## src/rtl/cw_sequencer_if.sv

```systemverilog
// rtl/cw_sequencer_if.sv - decoder/datapath-side signal bundle of the control-word sequencer
//
// Purpose: groups every non-clock, non-reset signal of cw_sequencer.
// Ports (slave view = the sequencer):
//   in : stall, instr_in[31:0], status_in[4:0], cw_in[32:0]
//   out: cur_instr[31:0], state[1:0], status[4:0], cw_out[32:0],
//        retire, retired_count[CNT_W-1:0], halted, error
interface cw_sequencer_if #(
  parameter int CNT_W = 32
);
  logic             stall;
  logic [31:0]      instr_in;
  logic [4:0]       status_in;
  logic [32:0]      cw_in;
  logic [31:0]      cur_instr;
  logic [1:0]       state;
  logic [4:0]       status;
  logic [32:0]      cw_out;
  logic             retire;
  logic [CNT_W-1:0] retired_count;
  logic             halted;
  logic             error;

  modport master (
    output stall, instr_in, status_in, cw_in,
    input  cur_instr, state, status, cw_out, retire, retired_count, halted, error
  );

  modport slave (
    input  stall, instr_in, status_in, cw_in,
    output cur_instr, state, status, cw_out, retire, retired_count, halted, error
  );
endinterface

```

## src/rtl/cw_sequencer.sv

```systemverilog
// rtl/cw_sequencer.sv - multicycle control sequencer with control-word gating
//
// Purpose: holds the sequencer state, instruction and status registers,
// forwards the decoder control word to the datapath with its side effects
// suppressed during stall/halt/reset, counts retired instructions and flags
// illegal next-state encodings.
// Ports:
//   clock - rising-edge clock
//   reset - synchronous active-high reset
//   bus   - cw_sequencer_if.slave (see interface file for the signal list)
//
// Control-word layout: [32] alu_en [31] alu_bs [30:26] alu_fs [25] rf_b_en
// [24:20] rf_sa [19:15] rf_sb [14:10] rf_da [9] rf_w [8] ram_en [7] ram_w
// [6] pc_en [5:4] pc_fs [3] pc_is [2] status_ld [1:0] next_state
module cw_sequencer #(
  parameter int CNT_W = 32
) (
  input  logic          clock,
  input  logic          reset,
  cw_sequencer_if.slave bus
);

  localparam int B_RF_W      = 9;
  localparam int B_RAM_W     = 7;
  localparam int B_STATUS_LD = 2;

  logic [1:0]       state_q;
  logic [31:0]      ir_q;
  logic [4:0]       status_q;
  logic [CNT_W-1:0] count_q;
  logic             retire_q;
  logic             halted_q;
  logic             error_q;

  logic       active;
  logic       halt_hit;
  logic       go;
  logic [1:0] next_st;
  logic       illegal;

  always_comb begin
    active   = !reset && !bus.stall && !halted_q;
    // An all-zero fetch is a halt: the cycle is treated as a no-op, so it
    // neither sequences nor retires.
    halt_hit = active && (state_q == 2'b00) && (bus.instr_in == 32'h0000_0000);
    go       = active && !halt_hit;
    next_st  = bus.cw_in[1:0];
    illegal  = (next_st == 2'b11);
  end

  always_comb begin
    bus.cw_out = bus.cw_in;
    if (!go) begin
      bus.cw_out[B_RF_W]      = 1'b0;
      bus.cw_out[B_RAM_W]     = 1'b0;
      bus.cw_out[B_STATUS_LD] = 1'b0;
      bus.cw_out[5:4]         = 2'b00;
      bus.cw_out[1:0]         = state_q;
    end
  end

  assign bus.cur_instr     = (state_q == 2'b00) ? bus.instr_in : ir_q;
  assign bus.state         = state_q;
  assign bus.status        = status_q;
  assign bus.retire        = retire_q;
  assign bus.retired_count = count_q;
  assign bus.halted        = halted_q;
  assign bus.error         = error_q;

  always_ff @(posedge clock) begin
    if (reset) begin
      state_q  <= 2'b00;
      ir_q     <= 32'h0000_0000;
      status_q <= 5'b00000;
      count_q  <= '0;
      retire_q <= 1'b0;
      halted_q <= 1'b0;
      error_q  <= 1'b0;
    end else begin
      retire_q <= 1'b0;
      if (halt_hit) begin
        halted_q <= 1'b1;
      end
      if (go) begin
        if (state_q == 2'b00) begin
          ir_q <= bus.instr_in;
        end
        if (bus.cw_in[B_STATUS_LD]) begin
          status_q <= bus.status_in;
        end
        // Illegal encoding collapses to the fetch state and still retires.
        if (illegal) begin
          state_q <= 2'b00;
          error_q <= 1'b1;
        end else begin
          state_q <= next_st;
        end
        if (illegal || next_st == 2'b00) begin
          retire_q <= 1'b1;
          count_q  <= count_q + CNT_W'(1);
        end
      end
    end
  end

endmodule

```

## src/flat_wrapper.sv

```systemverilog
// flat-port wrapper written by rule: the top's interface ports become plain ports
module cw_sequencer_flat 
#(
  parameter int CNT_W = 32
)
  (clock, reset, bus_stall, bus_instr_in, bus_status_in, bus_cw_in, bus_cur_instr, bus_state, bus_status, bus_cw_out, bus_retire, bus_retired_count, bus_halted, bus_error);
  cw_sequencer_if #(.CNT_W(CNT_W)) bus_i ();
  input  logic clock;
  input  logic reset;
  input wire logic [$bits(bus_i.stall)-1:0] bus_stall;
  input wire logic [$bits(bus_i.instr_in)-1:0] bus_instr_in;
  input wire logic [$bits(bus_i.status_in)-1:0] bus_status_in;
  input wire logic [$bits(bus_i.cw_in)-1:0] bus_cw_in;
  output wire logic [$bits(bus_i.cur_instr)-1:0] bus_cur_instr;
  output wire logic [$bits(bus_i.state)-1:0] bus_state;
  output wire logic [$bits(bus_i.status)-1:0] bus_status;
  output wire logic [$bits(bus_i.cw_out)-1:0] bus_cw_out;
  output wire logic [$bits(bus_i.retire)-1:0] bus_retire;
  output wire logic [$bits(bus_i.retired_count)-1:0] bus_retired_count;
  output wire logic [$bits(bus_i.halted)-1:0] bus_halted;
  output wire logic [$bits(bus_i.error)-1:0] bus_error;
  assign bus_i.stall = bus_stall;
  assign bus_i.instr_in = bus_instr_in;
  assign bus_i.status_in = bus_status_in;
  assign bus_i.cw_in = bus_cw_in;
  assign bus_cur_instr = bus_i.cur_instr;
  assign bus_state = bus_i.state;
  assign bus_status = bus_i.status;
  assign bus_cw_out = bus_i.cw_out;
  assign bus_retire = bus_i.retire;
  assign bus_retired_count = bus_i.retired_count;
  assign bus_halted = bus_i.halted;
  assign bus_error = bus_i.error;
  cw_sequencer #(.CNT_W(CNT_W)) u_core (.clock(clock), .reset(reset), .bus(bus_i));
endmodule
```

## config.mk

```make
export PLATFORM = sky130hd
export DESIGN_NAME = cw_sequencer_flat
export DESIGN_NICKNAME = d
export VERILOG_FILES = /design/src/rtl/cw_sequencer_if.sv /design/src/rtl/cw_sequencer.sv /design/src/flat_wrapper.sv
export SDC_FILE = /design/constraint.sdc
export NUM_CORES = 1
export LEC_CHECK = 0
export CORE_MARGIN = 4
export CORE_UTILIZATION = 42
export DETAILED_ROUTE_END_ITERATION = 6
export HOLD_SLACK_MARGIN = 0.08
export PLACE_DENSITY_LB_ADDON = 0.3
export RECOVER_POWER = 25
export SLEW_MARGIN = 20
export SYNTH_ARGS = -nofsm -noshare
export SYNTH_HDL_FRONTEND = slang
export SYNTH_SLANG_ARGS = --single-unit
```

## constraint.sdc

```tcl
create_clock -name clock -period 2.1 [get_ports clock]
set_input_delay 0.21 -clock clock [delete_from_list [all_inputs] [get_ports clock]]
set_output_delay 0.21 -clock clock [all_outputs]
set_load 0.01 [all_outputs]
```

* After elaboration in Yosys (flattened, before gate mapping)
Index checks and enable logic that the tools add are counted.
** Storage, ports and cells
- Bits in registers :: 74
- Input port bits :: 73
- Logic and storage cells :: 34
** Cells by class
- $add $sub $neg :: 1
- Equality and inequality tests :: 1
- Multiplexer cells :: 7
- Bitwise logic cells :: 1
- Reduce and logical (&&, ||, !) cells :: 17
** Operators by type and width (count)
- adder 32 x 1 -> 32 bit, second input constant :: 1
- zero test 32 bit :: 1
- two-way mux 32 bit :: 1
- AND reduction 2 bit :: 3
- logical AND 1 bit :: 5
- zero test 1 bit :: 4
- zero test 2 bit :: 2
- two-way mux 2 bit :: 2
- two-way mux 1 bit :: 3
- two-way mux 3 bit :: 1
- == test 2 bit, second input constant :: 1
- OR reduction 2 bit :: 1
- logical OR 1 bit :: 1
- NOT 1 bit :: 1

* Logic depth before layout (Yosys ltp)
Gate-level depths: netlist (run 1).
- Depth in word-level cells :: 9
- Gate-level depth with buffers :: 8
- Mapped depth without buffers :: 7

* Worst setup path before layout (run 1)
No wires, ideal clock.
- Path kind :: register to output
- From :: register u_core.halted_q (netlist: u_core.bus.halted)
- To :: output port bus_cw_out[1]
- Arrival time :: 1.775 ns
- Data required time :: 1.890 ns
- Path slack :: 0.115 ns
- Stages on the path, launching flop included :: 8
- Buffers on the path :: 2
- Cells stage by stage :: dfxtp_1 > nor3_4 > nand4_2 > o31ai_4 > buf_6 > buf_6 > nand2_1 > o21ai_1
** Between the ends
- Cells in the longest elaborated chain, start to end :: 7
** RTL lines
- from (decl) :: RTL line cw_sequencer.sv:32 : logic halted_q;
- from (signal assigned) :: RTL line cw_sequencer.sv:77 : halted_q <= 1'b0;
- from (signal assigned) :: RTL line cw_sequencer.sv:82 : halted_q <= 1'b1;
- zero test 1 bit * :: RTL line cw_sequencer.sv:42 : active = !reset && !bus.stall && !halted_q;
- logical AND 1 bit * :: RTL line cw_sequencer.sv:42
- logical AND 1 bit (2 in a row) :: RTL line cw_sequencer.sv:45 : halt_hit = active && (state_q == 2'b00) && (bus.instr_in == 32'h0000_0000);
- zero test 1 bit :: RTL line cw_sequencer.sv:46 : go = active && !halt_hit;
- logical AND 1 bit * :: RTL line cw_sequencer.sv:46
- two-way mux 3 bit * :: RTL line cw_sequencer.sv:53 : if (!go) begin
- to (decl) :: RTL line flat_wrapper.sv:17 : output wire logic [$bits(bus_i.cw_out)-1:0] bus_cw_out;
Mark *: on every way between the ends. The rest lies on a longest branch, timed or not.

* Final worst setup path (run 1)
- From :: input port bus_instr_in[7]
- To :: output port bus_cw_out[5]
** Between the ends
- Cells in the longest elaborated chain, start to end :: 5
** RTL lines
- from (decl) :: RTL line flat_wrapper.sv:11 : input wire logic [$bits(bus_i.instr_in)-1:0] bus_instr_in;
- zero test 32 bit :: RTL line cw_sequencer.sv:45
- logical AND 1 bit :: RTL line cw_sequencer.sv:45
- zero test 1 bit :: RTL line cw_sequencer.sv:46
- logical AND 1 bit :: RTL line cw_sequencer.sv:46
- two-way mux 2 bit :: RTL line cw_sequencer.sv:53
Every way passes these cells.

==> out/qor.csv, run 1 <==
stage,metric,value,unit
detailed_routing,DR DRC count,0,
timing,slew margin rel.,36.4,%
run,reported max-cap violation count,0,
timing,Tcrit/Tclk final,97.2,%
yosys,synthesized flop and latch total,74,
yosys,Mapped Nets,535,
clock_tree,CTS tree,done,
yosys,Synth Warn #,0,
clock_tree,# hold bufs at CTS,0,
yosys,"Seq/Total Area, Yosys",37.6,%
global_route,largest net degree at the start of global routing,75,
finish,Area growth syn-to-layout,45.7,%
worst_setup_path,Crit path required time,1.89,ns
yosys,syn avg cell area,8.60,um^2
placed_design,Buffers on Ports,127,
timing,post-layout minimum cycle time,2.04,ns
worst_setup_path,reg2reg start,u_core.bus.halted$_SDFFE_PP0P_,
detailed_routing,First-pass DRT Iterations,4,
die,die width,105,um
clock_tree,Root Buffer,clkbuf_8,
worst_setup_path,crit end category,primary output,
finish,most frequent cells in the layout,"nor2_1 (71), dfxtp_1 (71), buf_4 (52)",
outcome,status,"complete, no violations",
detailed_routing,Via-to-Cell Ratio,5.48,
yosys,main flop type after synthesis,dfxtp_1,
worst_setup_path,"Buf+Inv Stages, Crit Path",5,
yosys,Synth cell types,35,
global_route,total grt overflow,0,
power,Leak,2.35,nW
finish,Nets,680,
detailed_routing,Via Count,3949,
global_route,first-pass GRT wire length,18400,um
die,Die ar.,11000,um^2
finish,layout cells sized above 1,28.0,%
yosys,number of synthesized flops with an enable pin,0,
worst_setup_path,"Arr. time, crit path",1.83,ns
worst_setup_path,"critical path, cell by cell",dlygate4sd2_1 -> nor4_2 -> buf_4 -> nand4_1 -> buf_4 -> o31a_1 -> buf_6 -> and2_1 -> buf_2,
timing,Final Hold Fails,0,
detailed_routing,1st-iter DRT viols,137,
detailed_routing,WL/cell,15.8,um
yosys,"Cell Area, Synth",3940,um^2
timing,Max Fclk,490,MHz
finish,Reg area,1490,um^2
clock_tree,Worst-path clk slew,0.08,ns
clock_tree,Max clock buf depth,2,
timing,setup TNS,0,ns
worst_setup_path,Setup crit start kind,primary input,
global_route,Total GRT Usage,20.1,%
detailed_routing,antenna-violating nets left,0,
finish,fillers,804,
timing,final setup vio count,0,
worst_setup_path,Critical Setup Path Class,primary input to primary output,
timing,Slew Limit Fails,0,
clock_tree,clock latency on the worst-skew pair,0.34,ns
clock_tree,depth of the CTS H-tree,3,
yosys,Yosys top cell by area,dfxtp_1,
yosys,Synth top area share,37.6,%
yosys,Async SR Flop Fraction,0,%
finish,multi-input logic area,2190,um^2
power,Power Density,526,nW/um^2
global_route,number of global-route vias before repair,3841,
hold_path,hold path start,bus_instr_in[12],
die,Die H,105,um
detailed_routing,Post-Route WL,11400,um
clock_tree,CTS buffer count,9,
placed_design,Final HPWL DP,8030,um
clock_tree,CTS sink count,74,
die,IO Count,180,
placed_design,RePlAce Congestion,0.775,
worst_setup_path,CP max stage delay,0.32,ns
worst_setup_path,Crit-path slowest cell,o31a_1,
worst_setup_path,CP top delay family,buffers and inverters,
die,Starting Density,42.8,%
hold_path,hold crit path type,primary input to flip-flop,
worst_setup_path,cell mode on critical path,buf_4,
timing,Worst-Margin Slew,0.954,ns
timing,minimum hold slack,0.321,ns
worst_setup_path,Critical path origin,bus_instr_in[7],
timing,clock skew,0.00725,ns
finish,fin util,62.4,%
die,number of cell rows,35,
die,Core Footprint,9200,um^2
yosys,Area contributors post-synth,"dfxtp_1 (38%), mux2_2 (9.1%), nor2_1 (6.9%)",
power,maximum vdd ir drop,0.000396,V
worst_setup_path,CP max FO,4,
global_route,antenna violations before repair,2,
yosys,synthesized instance count,458,
==> registers in the layout, summed over array words and instances, names as in the netlist <==
register / cells
u_core.bus.state: 2
u_core.bus.retire: 1
u_core.bus.status: 5
u_core.bus.halted: 1
u_core.ir_q: 32
u_core.bus.error: 1
u_core.bus.retired_count: 32
==> kinds of logic (layout without fill, tap and decap cells) <==
logic type | after synthesis | in the layout | synth area share (%)
and+or+nand+nor | 208 | 208 | 30.2
AOI/OAI and AO/OA | 77 | 77 | 11.7
DFF | 74 | 74 | 37.6
buffers and inverters | 61 | 211 | 9.56
muxes | 33 | 33 | 9.43
adders and majority gates | 4 | 4 | 1.27
xor gates and xnor gates | 1 | 1 | 0.222
other | 0 | 2 | 0
==> layer usage <==
metal	part of all wire [%]	track usage (%)	up-vias	routed length (um)
met3	8.2	6.61	22	935
met2	51	35.2	153	5810
met1	39	22.9	1861	4480
met5	0	0	-	0
met4	1.7	6.65	0	193
li1	-	-	1913	-
==> stage by stage <==
step	power (W)	area (um^2)	std cells	setup WS, ns
finish	0.00302	5740	721	0.0595
global route	0.00316	5740	721	-0.00227
CTS	0.00304	5600	712	-0.0338
detailed placement	0.00208	5340	685	-0.641
global placement	0.00207	5340	685	-0.614
floorplan	0.00184	3940	458	0.115
==> cell usage after synthesis, types with 8 or more instances <==
library cell and instances:
nor3_1 11, o21ai_1 15, clkbuf_1 18, nand3_1 19, or4_1 20, nand2_1 20, nor4_1 8, dfxtp_1 74
a21oi_1 38, mux2_2 32, nor3_2 26, buf_4 29, o31ai_1 20, or3_1 9, nor2_1 72
==> final timing paths <==
| path | slack [ns] | cells past startpoint | endpoint |
|---|---|---|---|
| hold / removal | 0.32 | 4 | u_core.ir_q[12]$_SDFFE_PP0P_ |
| setup / recovery | 0.06 | 9 | bus_cw_out[5] |
| setup reg to reg | 0.11 | 7 | u_core.bus.retired_count[7]$_SDFFE_PP0P_ |
| hold reg to reg | 0.48 | 2 | u_core.bus.error$_SDFFE_PP0P_ |
==> timing repair <==
action,in CTS,in global routing
endpoints found under the setup margin,93,35
buffers inserted,11,7
gates resized for setup,98,38
pin swaps,13,13
==> area by class of cell <==
class                      instances  area share, %
clock buffer                       9           2.16
clock inverter                     7          0.763
sequential                        74           25.9
tap                              111           2.42
multi-input combinational        323           38.1
inverter                           8          0.523
antenna                            2         0.0872
timing repair buffer             187           30.1
==> tightest hold or removal path, cell delays in order <==
cell            delay, ns
dlymetal6s2s_1       0.12
mux2_2               0.17
nor2_1               0.05
nor3_2               0.08
==> power breakdown <==
group	switching (W)	internal, W	total (W)
Clock	0.000552	0.000424	0.000977
Sequential	0.0000254	0.00145	0.00148
Combinational	0.000280	0.000287	0.000567
No activity file was read; power rests on OpenSTA's default activity.
==> run 2: changes to the inputs <==
--- a/config.mk
+++ b/config.mk
@@ -7,11 +7,11 @@
 export LEC_CHECK = 0
 export CORE_MARGIN = 4
 export CORE_UTILIZATION = 42
+export CTS_BUF_LIST = sky130_fd_sc_hd__clkbuf_4 sky130_fd_sc_hd__clkbuf_8 sky130_fd_sc_hd__clkbuf_16
 export DETAILED_ROUTE_END_ITERATION = 6
 export HOLD_SLACK_MARGIN = 0.08
 export PLACE_DENSITY_LB_ADDON = 0.3
 export RECOVER_POWER = 25
-export SLEW_MARGIN = 20
 export SYNTH_ARGS = -nofsm -noshare
 export SYNTH_HDL_FRONTEND = slang
 export SYNTH_SLANG_ARGS = --single-unit
==> results of run 2 <==
Same layout as run 1: the final DEF is identical, and so are final timing and power.
==> run 3: changes to the inputs <==
--- a/config.mk
+++ b/config.mk
@@ -5,10 +5,14 @@
 export SDC_FILE = /design/constraint.sdc
 export NUM_CORES = 1
 export LEC_CHECK = 0
+export CAP_MARGIN = 20
+export CELL_PAD_IN_SITES_DETAIL_PLACEMENT = 0
+export CELL_PAD_IN_SITES_GLOBAL_PLACEMENT = 1
 export CORE_MARGIN = 4
-export CORE_UTILIZATION = 42
+export CORE_UTILIZATION = 30
 export CTS_BUF_LIST = sky130_fd_sc_hd__clkbuf_4 sky130_fd_sc_hd__clkbuf_8 sky130_fd_sc_hd__clkbuf_16
 export DETAILED_ROUTE_END_ITERATION = 6
+export GPL_TIMING_DRIVEN = 0
 export HOLD_SLACK_MARGIN = 0.08
 export PLACE_DENSITY_LB_ADDON = 0.3
 export RECOVER_POWER = 25
==> run 3 against run 2 <==
  * The flow now finishes with violations (setup timing)
  * Fmax shrank 5.8%
  * Largest power group is now clock
  * Non-clock buffer count is 53 higher
  * Highest routed layer unchanged
  * Core utilization down 11 points
  * Die area grew 37%
  * Combinational power increased by 24%
  * Sequential share of layout area down 3.1 points
  * Count of clock-buffer cells in the layout grew 1
==> out/qor.csv, run 3 (synthesis results as in run 1) <==
stage,metric,value,unit
die,Starting Density,31.0,%
detailed_routing,First-pass DRT Iterations,4,
worst_setup_path,CP max FO,4,
global_route,GR Layer Usage met3,5.71,%
clock_tree,Worst-path clk slew,0.06,ns
die,number of cell rows,41,
worst_setup_path,"Arr. time, crit path",1.96,ns
hold_path,hold crit path type,primary input to flip-flop,
finish,Reg area,1500,um^2
finish,Area growth syn-to-layout,66.7,%
placed_design,Final HPWL DP,9830,um
power,sequential share of power,37.0,%
global_route,grt met1 use,20.9,%
placed_design,Buffers on Ports,153,
finish,multi-input logic area,2300,um^2
clock_tree,clock latency on the worst-skew pair,0.34,ns
power,sw power,0.000981,W
worst_setup_path,crit end category,primary output,
timing,clock skew,0.00440,ns
timing,slew margin rel.,53.9,%
clock_tree,Max clock buf depth,2,
global_route,gr busiest metal,met2,
global_route,antenna violations before repair,0,
timing,RSZ-0062 raised after global routing,yes,
die,Die ar.,15000,um^2
die,IO Count,180,
power,Leak,2.58,nW
timing,setup TNS,-0.346,ns
placed_design,RePlAce Congestion,0.813,
finish,layout cells sized above 1,31.3,%
global_route,grt met2 use,31.2,%
worst_setup_path,Setup crit start kind,primary input,
global_route,Total GRT Usage,17.8,%
worst_setup_path,Crit path required time,1.89,ns
clock_tree,CTS tree,done,
detailed_routing,Via Count,4161,
global_route,first-pass GRT wire length,21300,um
placed_design,Place WS,-1.32,ns
global_route,largest net degree at the start of global routing,14,
detailed_routing,Post-Route WL,13500,um
timing,Worst-Margin Slew,0.691,ns
detailed_routing,antenna-violating nets left,0,
power,maximum vdd ir drop,0.000396,V
die,Die H,123,um
finish,"most common cell after layout, fill and taps aside",nor2_1,
timing,minimum hold slack,0.349,ns
finish,antenna fix cells,0,
global_route,number of global-route vias before repair,4208,
detailed_routing,DR DRC count,0,
clock_tree,depth of the CTS H-tree,3,
finish,fillers,1241,
power,Comb power frac,17.6,%
die,Core Footprint,12700,um^2
power,Int Pwr,0.00302,W
power,clock power share,45.5,%
clock_tree,Root Buffer,clkbuf_16,
finish,most frequent cells in the layout,"nor2_1 (70), dfxtp_1 (67), buf_4 (60)",
power,switching share of power,24.5,%
power,Power Density,609,nW/um^2
worst_setup_path,"Buf+Inv Stages, Crit Path",4,
worst_setup_path,Crit-path slowest cell,clkdlybuf4s50_1,
worst_setup_path,CP top delay family,buffers and inverters,
finish,Nets,734,
timing,post-layout minimum cycle time,2.17,ns
die,die width,123,um
detailed_routing,Via-to-Cell Ratio,4.99,
clock_tree,CTS sink count,74,
worst_setup_path,Critical Setup Path Class,primary input to primary output,
timing,final worst slack,-0.0672,ns
clock_tree,CTS buffer count,9,
worst_setup_path,CP max stage delay,0.44,ns
detailed_routing,WL/cell,16.2,um
global_route,total grt overflow,0,
timing,Max Fclk,461,MHz
timing,Final Hold Fails,0,
run,reported max-cap violation count,0,
timing,Slew Limit Fails,0,
timing,final setup vio count,6,
outcome,failing checks,setup timing,
worst_setup_path,"critical path, cell by cell",clkdlybuf4s50_1 -> nor3_4 -> nand4_4 -> o31ai_4 -> buf_6 -> buf_8 -> nand2_2 -> o21ai_1 -> buf_2,
outcome,status,"finished, violations left",
timing,Tcrit/Tclk final,103,%
detailed_routing,1st-iter DRT viols,209,
clock_tree,# hold bufs at CTS,0,
## run 3: cell count changes in the layout (fill, tap and decap cells not counted), moves of 4 or more
| cell | before | now |
|---|---|---|
| dlymetal6s2s_1 | 19 | 8 |
| clkdlybuf4s50_1 | 37 | 50 |
| clkbuf_16 | 0 | 9 |
| nor4_2 | 7 | 2 |
| nor4_4 | 1 | 6 |
| buf_4 | 52 | 60 |
| dlygate4sd3_1 | 17 | 41 |
| clkinv_2 | 4 | 0 |
| clkbuf_1 | 0 | 8 |
| dfxtp_1 | 71 | 67 |
## run 3: repair_timing
item,4_1_cts,5_1_grt
pin swaps,18,13
gates resized for setup,138,47
endpoints found under the setup margin,111,71
gates cloned,4,0
setup buffers,27,7
## run 3: area by class of cell
type                       instances  area share [%]
buffer                            51            6.27
clock buffer                      10            3.64
clock inverter                     6            1.73
inverter                           8           0.457
multi-input combinational        324            35.0
sequential                        74            22.8
tap                              172            3.28
timing repair buffer             189            26.9
## run 3: tightest hold or removal path, delay by kind of cell
family | cells | cell delay (ns)
adder cells (fa/ha/maj) | 1 | 0.16
buffers and inverters | 1 | 0.15
AND/OR/NAND/NOR | 1 | 0.07
AO/OA/AOI/OAI | 1 | 0.05
## run 3: worst paths after layout
kind,endpoint,cells past startpoint,slack (ns),startpoint
max,bus_cw_out[0],9,-0.07,bus_stall
min,u_core.bus.error$_SDFFE_PP0P_,4,0.35,bus_cw_in[0]
max reg2reg,u_core.bus.retired_count[24]$_SDFFE_PP0P_,8,0.10,u_core.bus.halted$_SDFFE_PP0P_
min reg2reg,u_core.bus.status[4]$_SDFFE_PP0P_,2,0.48,u_core.bus.status[4]$_SDFFE_PP0P_
## run 3: power by group through the flow
stage	combinational, W	clock [W]	sequential [W]
floorplan	0.000330	0	0.00151
global placement	0.000667	0	0.00151
detailed placement	0.000676	0	0.00151
CTS	0.000706	0.00185	0.00148
global route	0.000760	0.00190	0.00148
finish	0.000703	0.00182	0.00148
## run 3: through the flow
stage,power (W),utilization [%],cells,area [um^2]
detailed placement,0.00219,44.7,783,5690
finish,0.00400,51.6,834,6570
global route,0.00415,51.6,834,6570
floorplan,0.00184,-,458,3940
global placement,0.00217,44.7,783,5690
CTS,0.00404,50.5,829,6420
## run 3: metal layers
| layer | share of wire (%) | vias to the layer above |
|---|---|---|
| li1 | - | 2022 |
| met3 | 8.3 | 12 |
| met5 | 0 | - |
| met2 | 51 | 153 |
| met1 | 40 | 1974 |
| met4 | 1.1 | 0 |
